**config.mk**
```make
export PLATFORM = sky130hd
export DESIGN_NAME = ibex_cheri_ccsr
export DESIGN_NICKNAME = d
export VERILOG_FILES = /design/src/rtl/ibex_cheri_ccsr_pkg.sv /design/src/rtl/ibex_cheri_ccsr.sv
export SDC_FILE = /design/constraint.sdc
export NUM_CORES = 1
export LEC_CHECK = 0
export BUFFER_PORTS_ARGS = -buffer_cell sky130_fd_sc_hd__buf_2
export CORE_MARGIN = 2
export CORE_UTILIZATION = 35
export DETAILED_ROUTE_END_ITERATION = 10
export MAX_ROUTING_LAYER = met4
export PLACE_DENSITY = 0.79
export SYNTH_ARGS = -nofsm -noshare
export SYNTH_HDL_FRONTEND = slang
export SYNTH_SLANG_ARGS = --single-unit
export TNS_END_PERCENT = 30
```
**constraint.sdc**
```tcl
create_clock -name clk_i -period 1.4 [get_ports clk_i]
set_input_delay 0.14 -clock clk_i [delete_from_list [all_inputs] [get_ports clk_i]]
set_output_delay 0.14 -clock clk_i [all_outputs]
set_load 0.05 [all_outputs]
```
**src/rtl/ibex_cheri_ccsr_pkg.sv**
```systemverilog
// Shared types for the CHERI capability-exception CSR (MCCSR).
// Optional drop counter is enabled with IBEX_CHERI_CCSR_DROP_CNT_EN.
package ibex_cheri_ccsr_pkg;

  localparam logic [11:0] CSR_MCCSR  = 12'hBC0;
  localparam logic [5:0]  CAPIDX_PCC = 6'h20;

  typedef enum logic [5:0] {
    EXC_CAUSE_CHERI = 6'h1C
  } exc_cause_e;

  typedef enum logic [1:0] {
    CSR_OP_READ  = 2'd0,
    CSR_OP_WRITE = 2'd1,
    CSR_OP_SET   = 2'd2,
    CSR_OP_CLEAR = 2'd3
  } csr_op_e;

  typedef enum logic {
    ST_IDLE = 1'b0,
    ST_PEND = 1'b1
  } ccsr_state_e;

  typedef struct packed {
    logic [7:0] drop_cnt;
    logic [7:0] rsvd_hi;
    logic [5:0] capidx;
    logic [4:0] cause;
    logic [3:0] rsvd_lo;
    logic       e;
  } cheri_ccsr_t;

  function automatic cheri_ccsr_t ccsr_pack(input logic [4:0] cause,
                                            input logic [5:0] capidx,
                                            input logic [7:0] drop_cnt);
    cheri_ccsr_t r;
    r          = '0;
    r.e        = 1'b1;
    r.cause    = cause;
    r.capidx   = capidx;
    r.drop_cnt = drop_cnt;
    return r;
  endfunction

endpackage

```
**src/rtl/ibex_cheri_ccsr.sv**
```systemverilog
// MCCSR owner: arbitrates IF/EX capability violations, handshakes with the controller,
// commits cause/capidx on ack. Drop counter enabled with IBEX_CHERI_CCSR_DROP_CNT_EN.
module ibex_cheri_ccsr
  import ibex_cheri_ccsr_pkg::*;
#(
  parameter logic [11:0] CCSR_ADDR  = CSR_MCCSR,
  parameter logic [5:0]  EXC_MCAUSE = EXC_CAUSE_CHERI
) (
  input  logic        clk_i,
  input  logic        rst_i,
  input  logic        if_exc_valid_i,
  input  logic [4:0]  if_exc_cause_i,
  input  logic [5:0]  if_exc_capidx_i,
  input  logic        ex_exc_valid_i,
  input  logic [4:0]  ex_exc_cause_i,
  input  logic [5:0]  ex_exc_capidx_i,
  output logic        exc_req_o,
  output logic [5:0]  exc_mcause_o,
  input  logic        exc_ack_i,
  input  logic        exc_flush_i,
  input  logic        csr_access_i,
  input  logic [11:0] csr_addr_i,
  input  logic [1:0]  csr_op_i,
  input  logic [31:0] csr_wdata_i,
  output logic        csr_hit_o,
  output logic [31:0] csr_rdata_o
);

  ccsr_state_e state_q, state_d;
  logic        accept, commit, csr_we;
  logic [4:0]  pend_cause_q, cause_q;
  logic [5:0]  pend_capidx_q, capidx_q;
  logic [7:0]  drop_cnt;
  cheri_ccsr_t mccsr, csr_new;
  logic        unused_new;

  always_comb begin
    state_d      = state_q;
    accept       = 1'b0;
    commit       = 1'b0;
    exc_req_o    = 1'b0;
    exc_mcause_o = '0;
    unique case (state_q)
      ST_IDLE: begin
        if (if_exc_valid_i || ex_exc_valid_i) begin
          accept  = 1'b1;
          state_d = ST_PEND;
        end
      end
      ST_PEND: begin
        exc_req_o    = 1'b1;
        exc_mcause_o = EXC_MCAUSE;
        if (exc_ack_i) begin
          commit  = 1'b1;
          state_d = ST_IDLE;
        end else if (exc_flush_i) begin
          state_d = ST_IDLE;
        end
      end
      default: state_d = ST_IDLE;
    endcase
  end

  always_ff @(posedge clk_i or posedge rst_i) begin
    if (rst_i) state_q <= ST_IDLE;
    else       state_q <= state_d;
  end

  // EX holds the older instruction, so it wins arbitration.
  always_ff @(posedge clk_i or posedge rst_i) begin
    if (rst_i) begin
      pend_cause_q  <= '0;
      pend_capidx_q <= '0;
    end else if (accept) begin
      pend_cause_q  <= ex_exc_valid_i ? ex_exc_cause_i  : if_exc_cause_i;
      pend_capidx_q <= ex_exc_valid_i ? ex_exc_capidx_i : if_exc_capidx_i;
    end
  end

  assign csr_hit_o = csr_access_i && (csr_addr_i == CCSR_ADDR);
  assign csr_we    = csr_hit_o && (csr_op_i != CSR_OP_READ) && !commit;
  assign mccsr     = ccsr_pack(cause_q, capidx_q, drop_cnt);

  always_comb begin
    csr_new = mccsr;
    unique case (csr_op_i)
      CSR_OP_WRITE: csr_new = cheri_ccsr_t'(csr_wdata_i);
      CSR_OP_SET:   csr_new = cheri_ccsr_t'(mccsr | csr_wdata_i);
      CSR_OP_CLEAR: csr_new = cheri_ccsr_t'(mccsr & ~csr_wdata_i);
      default:      csr_new = mccsr;
    endcase
  end

  // Only cause/capidx are writable; the remaining fields are fixed or read-only.
  assign unused_new = ^{csr_new.drop_cnt, csr_new.rsvd_hi, csr_new.rsvd_lo, csr_new.e};

  always_ff @(posedge clk_i or posedge rst_i) begin
    if (rst_i) begin
      cause_q  <= '0;
      capidx_q <= '0;
    end else if (commit) begin
      cause_q  <= pend_cause_q;
      capidx_q <= pend_capidx_q;
    end else if (csr_we) begin
      cause_q  <= csr_new.cause;
      capidx_q <= csr_new.capidx;
    end
  end

`ifdef IBEX_CHERI_CCSR_DROP_CNT_EN
  logic [7:0] drop_cnt_q;
  logic [1:0] drops;
  logic [8:0] drop_sum;
  logic       drop_clr;

  always_comb begin
    drops = '0;
    if (state_q == ST_IDLE) drops = {1'b0, if_exc_valid_i && ex_exc_valid_i};
    else                    drops = {1'b0, if_exc_valid_i} + {1'b0, ex_exc_valid_i};
  end

  assign drop_sum = {1'b0, drop_cnt_q} + {7'b0, drops};
  assign drop_clr = csr_we && (|csr_wdata_i[31:24]);

  always_ff @(posedge clk_i or posedge rst_i) begin
    if (rst_i)            drop_cnt_q <= '0;
    else if (drop_clr)    drop_cnt_q <= '0;
    else if (drop_sum[8]) drop_cnt_q <= '1;
    else                  drop_cnt_q <= drop_sum[7:0];
  end

  assign drop_cnt = drop_cnt_q;
`else
  assign drop_cnt = '0;
`endif

  assign csr_rdata_o = csr_hit_o ? 32'(mccsr) : '0;

endmodule

```
======== Word level (Yosys, flattened, before mapping) ========
Cells that the tools add are included.
W data, S select, Z words.
cells by class
  equality and inequality tests ........... 4
  multiplexer cells ....................... 17
  bitwise gates (word level) .............. 4
  reductions and logical operators ........ 9
operator list
  operator                count
  $pmux W16 S3            1
  $mux W5                 4
  $mux W6                 3
  $and A16 B16 Y16        1
  $mux W16                1
  $not A16 Y16            1
  $or A16 B16 Y16         1
  $eq A12 B12 Y1 const B  1
  $mux W1                 7
  $eq A2 B2 Y1 const B    2
  $reduce_bool A2 Y1      2
  $reduce_bool A4 Y1      1
  $logic_and A1 B1 Y1     3
  $eq A2 B1 Y1 const B    1
  $pmux W1 S2             1
  $reduce_and A2 Y1       1
  $logic_not A1 Y1        1
  $logic_or A1 B1 Y1      1
  $not A1 Y1              1
word-level totals
  flip-flop bits (word level) ............. 23
  input bits .............................. 75

======== Longest topological paths before layout ========
Gate-level depths: netlist (run 1).
  depth after elaboration ................. 6
  gate-level depth with buffers ........... 5

======== Least setup slack after synthesis (run 1) ========
Ideal clock, no wire load.
  path type ............................... input-to-output
  start ................................... input port csr_addr_i[1]
  end ..................................... output port csr_rdata_o[10]
  arrival time ............................ 1795 ps
  setup slack ............................. -535 ps
  cell stages on the path ................. 4
  path buffers ............................ 1
  cell sequence ........................... or4_4 > nor4b_4 > buf_2 > and2_1
on the way
  cells in the longest elaborated chain, start to end .. 3
ends and longest elaborated chain
  element              line                    source
  start, declared      ibex_cheri_ccsr.sv:22   input logic [11:0] csr_addr_i,
  $eq A12 B12 Y1       ibex_cheri_ccsr.sv:80   assign csr_hit_o = csr_access_i && (csr_addr_i == CCSR_ADDR);
  $logic_and A1 B1 Y1  ibex_cheri_ccsr.sv:80
  net csr_hit_o        ibex_cheri_ccsr.sv:25   output logic csr_hit_o,
  $mux W16             ibex_cheri_ccsr.sv:137  assign csr_rdata_o = csr_hit_o ? 32'(mccsr) : '0;
  end, declared        ibex_cheri_ccsr.sv:26   output logic [31:0] csr_rdata_o
The timed path passes the listed nets, and every way through them passes these cells.

======== Worst setup path after layout (run 1) ========
  start ................................... input port csr_addr_i[2]
  end ..................................... output port csr_rdata_o[15]
on the way
  cells in the longest elaborated chain, start to end .. 3
ends and longest elaborated chain
  element              line
  $eq A12 B12 Y1       ibex_cheri_ccsr.sv:80
  $logic_and A1 B1 Y1  ibex_cheri_ccsr.sv:80
  $mux W16             ibex_cheri_ccsr.sv:137
Every way passes these cells.

==> results of run 1 <==
-- logic make-up after synthesis --
group,count (synthesis),share of synthesized area (%)
AOI/OAI and AO/OA,33,12.8
muxes,22,16.3
and+or+nand+nor,67,19.8
other,1,0.225
buffers and inverters,38,15.7
DFF,23,34.6
xor gates and xnor gates,1,0.526
-- final cells by class --
class | count | area, um2 | area share (%)
flip-flops and latches | 23 | 576 | 26.0
repair buffers | 81 | 581 | 26.3
well taps | 54 | 67.6 | 3.06
clock buffers | 4 | 45.0 | 2.04
inverters | 1 | 3.75 | 0.170
multi-input cells | 146 | 938 | 42.4
-- per-stage QoR --
stage               hold slack [ns]  cell area (um2)  setup TNS [ns]  utilization (%)
finish                        0.120             2210           -5.90             47.4
global route                  0.140             2210           -7.75             47.4
CTS                           0.123             2210           -7.41             47.4
detailed placement            0.190             2020           -9.96             43.2
global placement              0.183             2020           -8.82             43.2
floorplan                     0.142             1770           -6.24                -
-- metal layers --
layer | global-route usage, % | part of all wire (%) | vias to the layer above
met5 | - | 0 | -
met4 | 3.70 | 1.0 | 0
met3 | 1.24 | 6.1 | 6
met2 | 22.5 | 48 | 72
met1 | 17.3 | 45 | 630
li1 | - | - | 719
-- state kept, by name, indices dropped and copies added (netlist names) --
name,flops
capidx_q,6
pend_capidx_q,6
cause_q,5
pend_cause_q,5
state_q,1
-- power breakdown --
group          switching [W]  total (W)  internal [W]
Clock               0.000210   0.000413      0.000203
Sequential          0.000183    0.00109      0.000905
Combinational       0.000492   0.000936      0.000445
-- synth_stat cells --
cell type	count	share of area, %
nor2b_1	3	1.1
a22o_4	1	1.1
conb_1	1	0.23
buf_1	1	0.23
nand3_1	1	0.30
o211ai_1	8	3.6
dfrtp_1	23	35
and2_1	11	4.1
buf_12	1	1.2
a31oi_1	11	4.1
buf_2	1	0.30
nor4b_4	1	1.4
o21ai_0	12	3.6
nor2_1	13	2.9
o21bai_1	1	0.45
nand3b_1	2	0.90
mux2i_1	11	6.6
or4_4	1	0.68
inv_1	1	0.23
nand4b_1	1	0.53
buf_4	27	12
mux2_2	1	0.68
xor2_1	1	0.53
mux2_4	10	9.0
nand2_1	33	7.4
clkbuf_1	7	1.6
or2_2	1	0.38
-- what timing repair did --
item | 4_1_cts | 5_1_grt
cloned | 1 | 0
pin swaps | 6 | 1
endpoints found under the hold margin | 23 | 0
hold buffers | 1 | 0
endpoints found under the setup margin | 24 | 24
gates resized for setup | 38 | 0
setup buffers | 1 | 0
-- final timing paths --
path,startpoint,end,slack (ns)
max,csr_addr_i[2],csr_rdata_o[15],-0.28
min,exc_flush_i,state_q,0.12
max reg2reg,state_q,cause_q[0],0.14
min reg2reg,pend_cause_q[1],pend_cause_q[1],0.48
max in group asynchronous,rst_i,capidx_q[5],0.74
min in group asynchronous,rst_i,pend_capidx_q[0],0.43
-- placed cells by master, fill, tap and decap left out, types with 2 or more instances in the layout --
cell / Yosys / final
conb_1: 1 / 23
nor2b_1: 3 / 3
clkbuf_8: 0 / 3
and2_4: 0 / 11
buf_4: 27 / 7
buf_2: 1 / 58
o211ai_1: 8 / 8
buf_8: 0 / 11
dfrtp_1: 23 / 23
nand2_1: 33 / 33
nand3b_1: 2 / 2
a31oi_1: 11 / 11
nor2_1: 13 / 13
o21ai_0: 12 / 12
mux2_4: 10 / 10
buf_6: 0 / 2
buf_12: 1 / 2
mux2i_1: 11 / 11
-- worst max-delay path, delay by kind of cell --
kind | cells | cell delay [ns]
and+or+nand+nor | 3 | 0.98
buffers and inverters | 3 | 0.42
==> reports/summary.txt, run 1 <==
status: complete, but fails checks
failing checks: negative setup slack
clock latency on the worst-skew pair: 0.26 ns
vias in the first global route: 1272
CP max stage cell: or4_4
worst path arrival time: 1.54 ns
Nets: 331
die area: 0.00533 mm2
headroom to the max-slew limit: 60.8%
max cap viols: 0
grt ovf: 0
Final Slew Violations: 0
Hold Path Class: in -> reg
hold depth: 4
synthesis-to-layout area growth: 32.8%
crit end category: primary output
Cell Area, Synth: 0.00167 mm2
non-filler cells, final: 309
First-pass DRT Iterations: 4
FP Rows: 25
first-pass GRT wire length: 5530 um
drt first-iter violations: 41
crit-path max cell delay: 0.53 ns
FF+latch count, synth: 23
dpl cells: 302
peak supply drop: 0.000387 V
CTS max path bufs: 2
H-tree depth: 1
Wirelength per Cell: 11.1 um
setup slack at placement: -0.449 ns
TritonCTS Buffers: 3
Starting Density: 35.7%
Ys Warns: 0
clock slew at reported path FFs: 0.08 ns
Setup violations, final: 24
Worst Path Max Fanout: 6
required time of the critical path: 1.26 ns
Diodes inserted: 0
initial antenna violation count: 0
syn_area_per_cell: 9.00 um2
post-synthesis sequential area ratio: 34.6%
Core Area: 0.00466 mm2
Final HPWL DP: 2800 um
Least-Margin Pin Slew: 0.587 ns
Netlist cell types: 27
chip width: 73.0 um
PwrDens: 1100 mW/mm2
Total Power: 0.00244 W
largest net degree at the start of global routing: 24
CTS tree: built
fin crit share: 120%
Routability Congestion: 0.708
worst-path cell chain: buf_6 > or4_4 > nor4b_4 > buf_4 > and2_4 > buf_8
Reg2Reg Depth: 5
CP Class: in -> out
total track usage: 13.4%
Final WS setup: -0.284 ns
# port buffers: 70
Clock Tree Root: clkbuf_8
Syn Inst Count: 185
post-DR vias/cell: 4.62
Pleak: 1.14 nW
post-route ant nets: 0
final WL: 3430 um
clock sinks: 23
DR vias: 1427
layout cells sized above 1: 42.7%
clock skew: 0.00181 ns
I/O Pins: 115
CP Launch Type: input port
die height: 73.0 um
Filler Cell Count: 425
Fmax achieved: 594 MHz
Final min period: 1.68 ns
final hold viol count: 0
# DRC: 0
RSZ-0062 raised after global routing: yes
No activity file was read; power rests on OpenSTA's default activity.
==> inputs of run 2 (changes only) <==
--- a/config.mk
+++ b/config.mk
@@ -8,9 +8,11 @@
 export BUFFER_PORTS_ARGS = -buffer_cell sky130_fd_sc_hd__buf_2
 export CORE_MARGIN = 2
 export CORE_UTILIZATION = 35
+export CTS_BUF_LIST = sky130_fd_sc_hd__clkbuf_8
 export DETAILED_ROUTE_END_ITERATION = 10
 export MAX_ROUTING_LAYER = met4
 export PLACE_DENSITY = 0.79
+export RECOVER_POWER = 25
 export SYNTH_ARGS = -nofsm -noshare
 export SYNTH_HDL_FRONTEND = slang
 export SYNTH_SLANG_ARGS = --single-unit
==> reports/summary.txt, run 2 (synthesis gave the netlist of run 1 again) <==
crit end category: primary output
TritonCTS Buffers: 3 (unchanged)
Final HPWL DP: 2800 um (unchanged)
clock skew: 0.00116 ns (-0.000653 ns)
die area: 0.00533 mm2 (unchanged)
Routability Congestion: 0.708 (unchanged)
Internal: 0.00154 W (-0.54%)
Wirelength per Cell: 11.1 um (about the same)
Final Slew Violations: 0 (unchanged)
max cap viols: 0 (unchanged)
Bufs and invs on worst path: 3 (unchanged)
die height: 73.0 um (unchanged)
H-tree depth: 1 (unchanged)
final hold viol count: 0 (unchanged)
CP Class: in -> out
Setup violations, final: 24 (unchanged)
net switching power: 0.000888 W (+0.30%)
clock latency on the worst-skew pair: 0.26 ns (about the same)
PwrDens: 1100 mW/mm2 (-0.12%)
largest net degree at the start of global routing: 24 (unchanged)
CP max stage cell: or4_4
drt first-iter violations: 41 (unchanged)
status: complete, but fails checks
RSZ-0062 raised after global routing: yes
combinational power share: 38.4% (about the same)
Final WS setup: -0.284 ns (unchanged)
chip width: 73.0 um (unchanged)
vias in the first global route: 1272 (unchanged)
Final min period: 1.68 ns (unchanged)
Fmax achieved: 594 MHz (unchanged)
I/O Pins: 115 (unchanged)
clock slew at reported path FFs: 0.08 ns (about the same)
layout cells sized above 1: 42.7% (unchanged)
# port buffers: 70 (unchanged)
clock share of power: 16.8% (about the same)
synthesis-to-layout area growth: 32.6%
headroom to the max-slew limit: 60.5% (-0.27 points)
failing checks: negative setup slack
CTS tree: built
Nets: 331 (unchanged)
first-pass GRT wire length: 5530 um (unchanged)
final WL: 3430 um (about the same)
Core Area: 0.00466 mm2 (unchanged)
register area: 576 um2 (unchanged)
Clock Tree Root: clkbuf_8
First-pass DRT Iterations: 4 (unchanged)
DR vias: 1418 (-0.63%)
Pleak: 1.14 nW (+0.31%)
Hold Path Class: in -> reg
peak supply drop: 0.000387 V (-0.14%)
delay-heaviest family, CP: simple AND/OR/NAND/NOR gates
CP Launch Type: input port
clock sinks: 23 (unchanged)
grt ovf: 0 (unchanged)
total track usage: 13.4% (unchanged)
top flop regs: capidx_q: 6 flops, pend_capidx_q: 6 flops
Filler Cell Count: 426 (+0.24%)
initial antenna violation count: 0 (unchanged)
most frequent cells in the layout: buf_2, nand2_1, conb_1, dfrtp_1, nor2_1
Hold WS: 0.118 ns (-0.00200 ns)
multi-input logic area: 938 um2 (unchanged)
fin crit share: 120% (unchanged)
most common library cell in the layout ignoring fill and taps: buf_2
worst path arrival time: 1.54 ns (about the same)
sequential share of power: 44.8% (about the same)
switch share: 36.5% (+0.19 points)
post-route ant nets: 0 (unchanged)
post-DR vias/cell: 4.59 (-0.63%)
FP Rows: 25 (unchanged)
Total Power: 0.00243 W (-0.23%)
CTS max path bufs: 2 (unchanged)
Starting Density: 35.7% (unchanged)
worst-path cell chain: buf_6 > or4_4 > nor4b_4 > buf_4 > and2_4 > buf_8
crit-path max cell delay: 0.53 ns (about the same)
Diodes inserted: 0 (unchanged)
Least-Margin Pin Slew: 0.591 ns (+0.00404 ns)
# DRC: 0 (unchanged)
Worst Path Max Fanout: 6 (unchanged)
required time of the critical path: 1.26 ns (about the same)
[run 2: final cells by class]
class                      instances  share of cell area [%]
clock buffer                       3                    1.87
clock inverter                     1                   0.170
inverter                           1                   0.170
multi-input combinational        146                    42.5
sequential                        23                    26.1
tap                               54                    3.06
timing repair buffer              81                    26.2
[run 2: worst min-delay path: stages]
cell	delay, ns
buf_2	0.08
nor2_1	0.03
nand2_1	0.05
nand2_1	0.05
[run 2: worst paths after layout]
| kind | startpoint | end | slack [ns] | cells after the start |
|---|---|---|---|---|
| max | csr_addr_i[2] | csr_rdata_o[15] | -0.28 | 6 |
| min | exc_flush_i | state_q | 0.12 | 4 |
| max reg2reg | state_q | cause_q[0] | 0.14 | 5 |
| min reg2reg | pend_cause_q[1] | pend_cause_q[1] | 0.48 | 2 |
| max in group asynchronous | rst_i | capidx_q[5] | 0.51 | 4 |
| min in group asynchronous | rst_i | pend_capidx_q[0] | 0.53 | 4 |
[run 2: metal layers]
layer | vias up | share of wire [%] | global-route usage (%)
met5 | - | 0 | -
li1 | 720 | - | -
met4 | 0 | 1.0 | 3.70
met3 | 6 | 6.1 | 1.24
met2 | 74 | 48 | 22.5
met1 | 618 | 45 | 17.3
[run 2: through the flow]
step                cells  utilization, %  setup TNS (ns)  cell area [um2]  worst slack (ns)
floorplan             207               -           -6.24             1770            -0.267
CTS                   309            47.4           -7.41             2210            -0.343
detailed placement    302            43.2           -9.96             2020            -0.449
finish                309            47.4           -5.89             2210            -0.284
global route          309            47.4           -7.74             2210            -0.371
global placement      302            43.2           -8.82             2020            -0.402
[run 2: power by group through the flow]
stage	clock, W	combinational [W]	sequential [W]
CTS	0.000410	0.000946	0.00109
finish	0.000409	0.000935	0.00109
detailed placement	0	0.000940	0.00110
floorplan	0	0.000793	0.00106
global placement	0	0.000924	0.00110
global route	0.000431	0.00102	0.00113
[run 2: repair_timing]
action | 4_1_cts | 5_1_grt
hold buffers | 1 | 0
endpoints found under the setup margin | 24 | 24
pin swaps | 6 | 1
buffers inserted | 1 | 0
gates cloned | 1 | 0
resized for setup | 38 | 0
endpoints found under the hold margin | 23 | 0
